===== config.mk =====
export PLATFORM = sky130hd
export DESIGN_NAME = addsub_nbit_seq_flat
export DESIGN_NICKNAME = d
export VERILOG_FILES = /design/src/rtl/addsub_nbit_seq_if.sv /design/src/rtl/addsub_nbit_seq.sv /design/src/flat_wrapper.sv
export SDC_FILE = /design/constraint.sdc
export NUM_CORES = 1
export LEC_CHECK = 0
export CAP_MARGIN = 5
export CORE_MARGIN = 10
export CORE_UTILIZATION = 51
export CTS_CLUSTER_DIAMETER = 30
export DETAILED_ROUTE_END_ITERATION = 12
export HOLD_SLACK_MARGIN = 0.08
export PLACE_DENSITY_LB_ADDON = 0.25
export SLEW_MARGIN = 10
export SYNTH_ARGS = -nofsm -noshare
export SYNTH_HDL_FRONTEND = slang
export SYNTH_SLANG_ARGS = --single-unit
export TNS_END_PERCENT = 5

===== constraint.sdc =====
create_clock -name clk -period 4.5 [get_ports clk]
set_clock_uncertainty 0.15 [all_clocks]
set_input_delay 0.9 -clock clk [delete_from_list [all_inputs] [get_ports clk]]
set_output_delay 0.9 -clock clk [all_outputs]
set_load 0.01 [all_outputs]

===== src/rtl/addsub_nbit_seq_if.sv =====
// Operand/result bundle for the chunked sequential adder/subtractor.
// The requester drives start and the operands and receives the registered result and status.
interface addsub_nbit_seq_if #(
    parameter int SIZE = 8
);
    logic            start;
    logic            mode;
    logic [SIZE-1:0] a;
    logic [SIZE-1:0] b;
    logic            cin;
    logic [SIZE-1:0] s;
    logic            cout;
    logic            ovf;
    logic            busy;
    logic            done;

    modport master (
        output start, mode, a, b, cin,
        input  s, cout, ovf, busy, done
    );

    modport slave (
        input  start, mode, a, b, cin,
        output s, cout, ovf, busy, done
    );
endinterface


===== src/rtl/addsub_nbit_seq.sv =====
// Multi-cycle adder/subtractor: adds a SIZE-bit operand pair CHUNK bits per clock, LSB chunk first,
// with a 1-bit carry register between chunks and a start/busy/done handshake.
module addsub_nbit_seq #(
    parameter int SIZE  = 8,
    parameter int CHUNK = 2
) (
    input  logic             clk,
    input  logic             rst_n,
    addsub_nbit_seq_if.slave bus
);
    localparam int NCHUNK = SIZE / CHUNK;
    localparam int KW     = (NCHUNK > 1) ? $clog2(NCHUNK) : 1;

    typedef enum logic [1:0] {IDLE, RUN, DONE} state_t;

    state_t          state;
    state_t          nextState;
    logic [SIZE-1:0] opA;
    logic [SIZE-1:0] opB;
    logic [SIZE-1:0] work;
    logic [SIZE-1:0] nextWork;
    logic            carry;
    logic [KW-1:0]   k;
    logic [CHUNK-1:0] chunkA;
    logic [CHUNK-1:0] chunkB;
    logic [CHUNK:0]  chunkSum;
    logic            msbCarryIn;
    logic            lastChunk;

    assign lastChunk = (k == KW'(NCHUNK - 1));

    // One chunk-wide ripple; the carry into the top bit is recovered from the top sum bit.
    always_comb begin
        chunkA     = opA[int'(k) * CHUNK +: CHUNK];
        chunkB     = opB[int'(k) * CHUNK +: CHUNK];
        chunkSum   = {1'b0, chunkA} + {1'b0, chunkB} + {{CHUNK{1'b0}}, carry};
        msbCarryIn = chunkSum[CHUNK-1] ^ chunkA[CHUNK-1] ^ chunkB[CHUNK-1];
        nextWork   = work;
        nextWork[int'(k) * CHUNK +: CHUNK] = chunkSum[CHUNK-1:0];
    end

    always_ff @(posedge clk or negedge rst_n) begin
        if (!rst_n) begin
            state <= IDLE;
        end else begin
            state <= nextState;
        end
    end

    always_comb begin
        nextState = state;
        case (state)
            IDLE:    if (bus.start) nextState = RUN;
            RUN:     if (lastChunk) nextState = DONE;
            DONE:    nextState = IDLE;
            default: nextState = IDLE;
        endcase
    end

    always_comb begin
        bus.busy = (state != IDLE);
        bus.done = (state == DONE);
    end

    // Subtraction is folded into capture: B is inverted and the carry seeded with 1.
    always_ff @(posedge clk or negedge rst_n) begin
        if (!rst_n) begin
            opA      <= '0;
            opB      <= '0;
            work     <= '0;
            carry    <= 1'b0;
            k        <= '0;
            bus.s    <= '0;
            bus.cout <= 1'b0;
            bus.ovf  <= 1'b0;
        end else begin
            case (state)
                IDLE: begin
                    if (bus.start) begin
                        opA   <= bus.a;
                        opB   <= bus.mode ? ~bus.b : bus.b;
                        carry <= bus.mode ? 1'b1 : bus.cin;
                        work  <= '0;
                        k     <= '0;
                    end
                end
                RUN: begin
                    work  <= nextWork;
                    carry <= chunkSum[CHUNK];
                    k     <= k + KW'(1);
                    if (lastChunk) begin
                        bus.s    <= nextWork;
                        bus.cout <= chunkSum[CHUNK];
                        bus.ovf  <= msbCarryIn ^ chunkSum[CHUNK];
                    end
                end
                default: ;
            endcase
        end
    end
endmodule


===== src/flat_wrapper.sv =====
// flat-port wrapper written by rule: the top's interface ports become plain ports
module addsub_nbit_seq_flat 
#(
    parameter int SIZE  = 8,
    parameter int CHUNK = 2
)
  (clk, rst_n, bus_start, bus_mode, bus_a, bus_b, bus_cin, bus_s, bus_cout, bus_ovf, bus_busy, bus_done);
  addsub_nbit_seq_if #(.SIZE(SIZE)) bus_i ();
  input  logic clk;
  input  logic rst_n;
  input wire logic [$bits(bus_i.start)-1:0] bus_start;
  input wire logic [$bits(bus_i.mode)-1:0] bus_mode;
  input wire logic [$bits(bus_i.a)-1:0] bus_a;
  input wire logic [$bits(bus_i.b)-1:0] bus_b;
  input wire logic [$bits(bus_i.cin)-1:0] bus_cin;
  output wire logic [$bits(bus_i.s)-1:0] bus_s;
  output wire logic [$bits(bus_i.cout)-1:0] bus_cout;
  output wire logic [$bits(bus_i.ovf)-1:0] bus_ovf;
  output wire logic [$bits(bus_i.busy)-1:0] bus_busy;
  output wire logic [$bits(bus_i.done)-1:0] bus_done;
  assign bus_i.start = bus_start;
  assign bus_i.mode = bus_mode;
  assign bus_i.a = bus_a;
  assign bus_i.b = bus_b;
  assign bus_i.cin = bus_cin;
  assign bus_s = bus_i.s;
  assign bus_cout = bus_i.cout;
  assign bus_ovf = bus_i.ovf;
  assign bus_busy = bus_i.busy;
  assign bus_done = bus_i.done;
  addsub_nbit_seq #(.SIZE(SIZE), .CHUNK(CHUNK)) u_core (.clk(clk), .rst_n(rst_n), .bus(bus_i));
endmodule

* After elaboration in Yosys (flattened, before gate mapping)
Index checks and enable logic that the tools add are counted.
Cells by class: add/sub/neg operators 4, equality and inequality tests 5, shift operators 4, muxes and demuxes 12, bitwise gates (word level) 4, reductions and logical operators 7
Operator list (count):
- negator 3 -> 33 bit | 1
- variable shift 2 x 33 -> 8 bit (first input constant) | 1
- variable part select 2 x 33 -> 8 bit | 1
- 2-to-1 mux 8 bit | 2
- case mux 8 bit (2 select lines) | 1
- variable part select 8 x 4 -> 2 bit | 2
- bitwise mux 8 bit | 1
- inverter 8 bit | 1
- case mux 2 bit (2 select lines) | 2
- AND reduction 2 bit | 4
- 2-to-1 mux 2 bit | 3
- == test 2 bit (second input constant) | 2
- nonzero test 2 bit | 2
- adder 2 x 2 -> 3 bit | 1
- adder 3 x 1 -> 3 bit | 1
- bitwise XOR 1 bit | 3
- adder 2 x 1 -> 2 bit (second input constant) | 1
- == test 2 x 1 -> 1 bit (second input constant) | 1
- logical NOT 2 bit | 1
- 2-to-1 mux 1 bit | 2
- != test 2 x 1 -> 1 bit (second input constant) | 1
- != test 2 bit (second input constant) | 1
- case mux 1 bit (2 select lines) | 1
Word-level totals: register bits 39, input port bits 21, output and inout bits 12, logic and storage cells 45

* Logic depth before layout (Yosys ltp)
word-level depth 6, gate-level depth with buffers 7, gate-level depth less buffers 6

* Least setup slack after synthesis
OpenSTA, ideal clock, no wires.
path type register to register, from register u_core.k[0], to register u_core.bus.ovf, library setup time 76 ps, arrival time 2589 ps, required time 4274 ps, path slack 1684 ps, cell stages (with the launch flop) 8, path buffers 1, period minus slack after synthesis 2816 ps, cells stage by stage dfrtp_1 buf_6 mux4_1 fa_1 fa_1 xor2_1 xnor3_1 o21ai_1
On the way: word-level cells in the longest chain between the ends 6, elaborated cells on any way between the ends 9, classes of those cells 2 x add/sub; 1 x eq/ne; 2 x shift; 3 x bitwise; 1 x reduce/logical
RTL lines:
- start: declaration | RTL line addsub_nbit_seq.sv:23 | logic [KW-1:0] k;
- start signal: assignment | RTL line addsub_nbit_seq.sv:90 | k <= k + KW'(1);
- variable part select 8 x 4 -> 2 bit, on equally long branches | RTL line addsub_nbit_seq.sv:34, addsub_nbit_seq.sv:35
- adder 2 x 2 -> 3 bit | RTL line addsub_nbit_seq.sv:36 | chunkSum = {1'b0, chunkA} + {1'b0, chunkB} + {{CHUNK{1'b0}}, carry};
- adder 3 x 1 -> 3 bit | RTL line addsub_nbit_seq.sv:36
- bitwise XOR 1 bit (2 in series) | RTL line addsub_nbit_seq.sv:37 | msbCarryIn = chunkSum[CHUNK-1] ^ chunkA[CHUNK-1] ^ chunkB[CHUNK-1];
- bitwise XOR 1 bit | RTL line addsub_nbit_seq.sv:94 | bus.ovf <= msbCarryIn ^ chunkSum[CHUNK];
- end signal: assignment | RTL line addsub_nbit_seq.sv:94
- end: declaration | RTL line addsub_nbit_seq_if.sv:24 | output s, cout, ovf, busy, done
Parallel ways exist; a longest one is shown, timed or not. A chain may end at the register's enable or synchronous reset.

* Final worst setup path
Same ends and word-level chain as after synthesis.

==> flow_results.xml <==
<?xml version="1.0" encoding="UTF-8"?>
<metrics>
  <group name="outcome">
    <metric name="outcome" unit="">completed</metric>
  </group>
  <group name="clocking">
    <metric name="cts_inserted_buffers" unit="">5</metric>
    <metric name="max-clock-path-buffers" unit="">2</metric>
    <metric name="cts_tree" unit="">built</metric>
    <metric name="post_cts_hold_buffer_count" unit="">0</metric>
    <metric name="clk_pin_slew" unit="ps">70</metric>
    <metric name="cts_setup_buffers" unit="">0</metric>
    <metric name="cts_sinks" unit="">39</metric>
    <metric name="post_cts.resized_instances" unit="">0</metric>
    <metric name="cts_max_level" unit="">2</metric>
    <metric name="clock_insertion_delay_worst_skew" unit="ps">290</metric>
    <metric name="cts_root_buf" unit="">clkbuf_8</metric>
  </group>
  <group name="setup_path">
    <metric name="r2r_slack" unit="ps">1330</metric>
    <metric name="crit_required" unit="ps">4560</metric>
    <metric name="worstSetupPathType" unit="">reg -&gt; reg</metric>
    <metric name="critical_path_end_type" unit="">flop</metric>
    <metric name="critical_path_peak_fanout" unit="">14</metric>
    <metric name="cp_data_arrival_time" unit="ps">3230</metric>
    <metric name="critPathLaunchType" unit="">flop</metric>
  </group>
  <group name="yosys">
    <metric name="post_synth_num_cell_types" unit="">29</metric>
    <metric name="synth_warnings" unit="">0</metric>
    <metric name="post_synth_instance_area" unit="mm^2">0.001932</metric>
    <metric name="syn_inst" unit="">185</metric>
    <metric name="ys_seq_elements" unit="">39</metric>
    <metric name="post_synth.cell_area_avg" unit="um^2">10.44</metric>
    <metric name="mappedNetlistNets" unit="">214</metric>
    <metric name="synth.yosys.seq_area_share" unit="">0.5052</metric>
  </group>
  <group name="route">
    <metric name="drt_first_pass_iters" unit="">4</metric>
    <metric name="wl_per_cell" unit="um">15.40</metric>
    <metric name="detail-route-antenna-nets" unit="">0</metric>
    <metric name="overall_routed_net_length" unit="mm">4.050</metric>
    <metric name="drt_iter0_markers" unit="">99</metric>
    <metric name="drt_drc_violations_left" unit="">0</metric>
    <metric name="via_count" unit="">1417</metric>
    <metric name="drt-vias-per-instance" unit="">5.388</metric>
  </group>
  <group name="global_routing">
    <metric name="leftover_overflow_at_the_end_of_global_routing" unit="">0</metric>
    <metric name="grt_max_degree" unit="">40</metric>
    <metric name="vias_in_the_first_global_route" unit="">1362</metric>
    <metric name="grt_pass1_wl" unit="mm">6.575</metric>
    <metric name="globalRouteTotalUtil" unit="">0.1295</metric>
    <metric name="antenna_violations_before_repair" unit="">0</metric>
  </group>
  <group name="finish">
    <metric name="area_delta_synth_final" unit="%">21.37</metric>
    <metric name="diodes" unit="">0</metric>
    <metric name="fin_cells" unit="">263</metric>
    <metric name="final_cell_mix" unit="">43 x nand2_1, 39 x dfrtp_1, 31 x clkdlybuf4s50_1</metric>
    <metric name="final_common_cell" unit="">nand2_1</metric>
    <metric name="post_route_cells_drive_above_1_share" unit="">0.06047</metric>
    <metric name="fill_cells" unit="">292</metric>
    <metric name="final_net_count" unit="">243</metric>
  </group>
  <group name="placement">
    <metric name="io_buffer_count" unit="">32</metric>
    <metric name="routability_congestion_estimate" unit="">0.8222</metric>
    <metric name="dp_hpwl" unit="mm">2.992</metric>
    <metric name="placed_cells_incl_taps" unit="">255</metric>
  </group>
  <group name="pwr">
    <metric name="total_leakage_power" unit="nW">1.051</metric>
    <metric name="power_density" unit="mW/mm^2">732.2</metric>
    <metric name="max-vdd-ir-drop" unit="V">0.0003178</metric>
  </group>
  <group name="die">
    <metric name="num_rows" unit="">22</metric>
    <metric name="placeableCoreArea" unit="mm^2">0.003661</metric>
    <metric name="io_pins" unit="">33</metric>
    <metric name="initial_core_util" unit="">0.5277</metric>
    <metric name="floorplan.die.width" unit="um">81.55</metric>
    <metric name="design.die.area" unit="mm^2">0.006650</metric>
    <metric name="chip_height" unit="um">81.55</metric>
  </group>
  <group name="timing">
    <metric name="post-route-period-util" unit="">0.7042</metric>
    <metric name="drv_slew" unit="">0</metric>
    <metric name="fmaxAchievable" unit="MHz">315.6</metric>
    <metric name="hold_violations" unit="">0</metric>
    <metric name="grt_setup_unrepaired" unit="">false</metric>
    <metric name="setup_viol_count_final" unit="">0</metric>
    <metric name="post-route-min-period" unit="ps">3169</metric>
    <metric name="totalNegativeSetupSlack" unit="ps">0</metric>
    <metric name="timing.slew.headroom" unit="">0.4442</metric>
    <metric name="worst-slew-pin-transition" unit="ps">833.7</metric>
  </group>
  <group name="hold_path">
    <metric name="min-delay-path-class" unit="">reg -&gt; reg</metric>
  </group>
  <group name="flow_run">
    <metric name="drv_cap" unit="">0</metric>
  </group>
</metrics>
[synthesized netlist by cell type]
cell	number	share of area
o31ai_1	1	0.0039
fa_1	2	0.021
xor2_1	1	0.0045
o21ai_1	1	0.0026
inv_1	3	0.0058
mux4_2	1	0.012
xnor3_1	1	0.012
xnor2_1	8	0.036
or3b_2	1	0.0045
nor3b_2	1	0.0065
mux2_2	1	0.0058
mux4_1	3	0.041
buf_1	1	0.0019
nand2_1	43	0.084
nand3_1	11	0.028
clkbuf_1	4	0.0078
nand2b_1	1	0.0032
nand3b_1	1	0.0039
a31oi_1	4	0.013
nor2b_1	11	0.036
buf_6	3	0.017
a41oi_1	4	0.018
ha_1	6	0.039
nor3b_1	2	0.0078
dfrtp_1	39	0.51
or2_2	1	0.0032
nor2_1	1	0.0019
o21ai_0	27	0.070
buf_2	2	0.0052
[flip-flops by register name, summed over array words and instances, names as in the netlist]
| signal | flops |
|---|---|
| u_core.k | 2 |
| u_core.state | 2 |
| u_core.bus.s | 8 |
| u_core.bus.cout | 1 |
| u_core.carry | 1 |
| u_core.opA | 8 |
| u_core.bus.ovf | 1 |
| u_core.work | 8 |
| u_core.opB | 8 |
[critical path, stage by stage (launching register included)]
cell     delay [ps]
dfrtp_1         640
mux4_1          660
fa_1            430
fa_1            620
xor2_1          210
xnor3_1         250
o21ai_1         120
[cell families after synthesis]
logic type	synth area share
AND/OR/NAND/NOR	0.1788
flip-flops	0.5052
AO/OA/AOI/OAI	0.1075
buffers and inverters	0.03821
XOR/XNOR	0.05246
adder cells (fa/ha/maj)	0.05959
multiplexers	0.05829
[per-layer routing]
| metal | part of all wire | GRT usage | up-vias |
|---|---|---|---|
| met3 | 0.051 | 0.04367 | 8 |
| li1 | - | - | 691 |
| met1 | 0.40 | 0.1475 | 689 |
| met4 | 0.018 | 0.05190 | 0 |
| met5 | 0 | 0 | - |
| met2 | 0.53 | 0.2188 | 29 |
[path summary, 6_finish.rpt]
path | depth (start not counted) | startpoint | endpoint
worst max-delay path | 6 | u_core.k[0] | u_core.bus.ovf
worst min-delay path | 2 | u_core.opA[2] | u_core.opA[2]
worst max register to register | 6 | u_core.k[0] | u_core.bus.ovf
worst min register to register | 2 | u_core.opA[2] | u_core.opA[2]
max in group asynchronous | 1 | rst_n | u_core.opA[0]
min in group asynchronous | 1 | rst_n | u_core.bus.s[4]
[stage by stage]
stage                     total power [W]  hold slack [ps]  setup WS (ps)  instance area [um^2]  utilization
after global placement           0.001421            307.2           1459                  2245       0.6131
after CTS                        0.001735            332.3           1308                  2345       0.6405
final                            0.001717            329.4           1331                  2345       0.6405
after floorplan                  0.001214            287.3           1684                  1932            -
after global routing             0.001857            351.6           1169                  2345       0.6405
after detailed placement         0.001484            315.2           1309                  2245       0.6131
[where the power goes]
part / internal (W) / total, W / switching (W) / leakage, nW
Sequential: 0.000503 / 0.000621 / 0.000119 / 0.505
Combinational: 0.000394 / 0.000839 / 0.000445 / 0.494
Clock: 0.000140 / 0.000256 / 0.000116 / 0.0515
Total: 0.00104 / 0.00172 / 0.000681 / 1.05
[final cells by class]
type / count / area (um^2) / area share
clock buffer: 8 / 100.1 / 0.04269
inverter: 3 / 11.26 / 0.004803
tap: 48 / 60.06 / 0.02561
sequential: 39 / 975.9 / 0.4162
timing repair buffer: 32 / 315.3 / 0.1345
multi-input combinational: 133 / 882.1 / 0.3762
No activity file was read; power rests on OpenSTA's default activity.
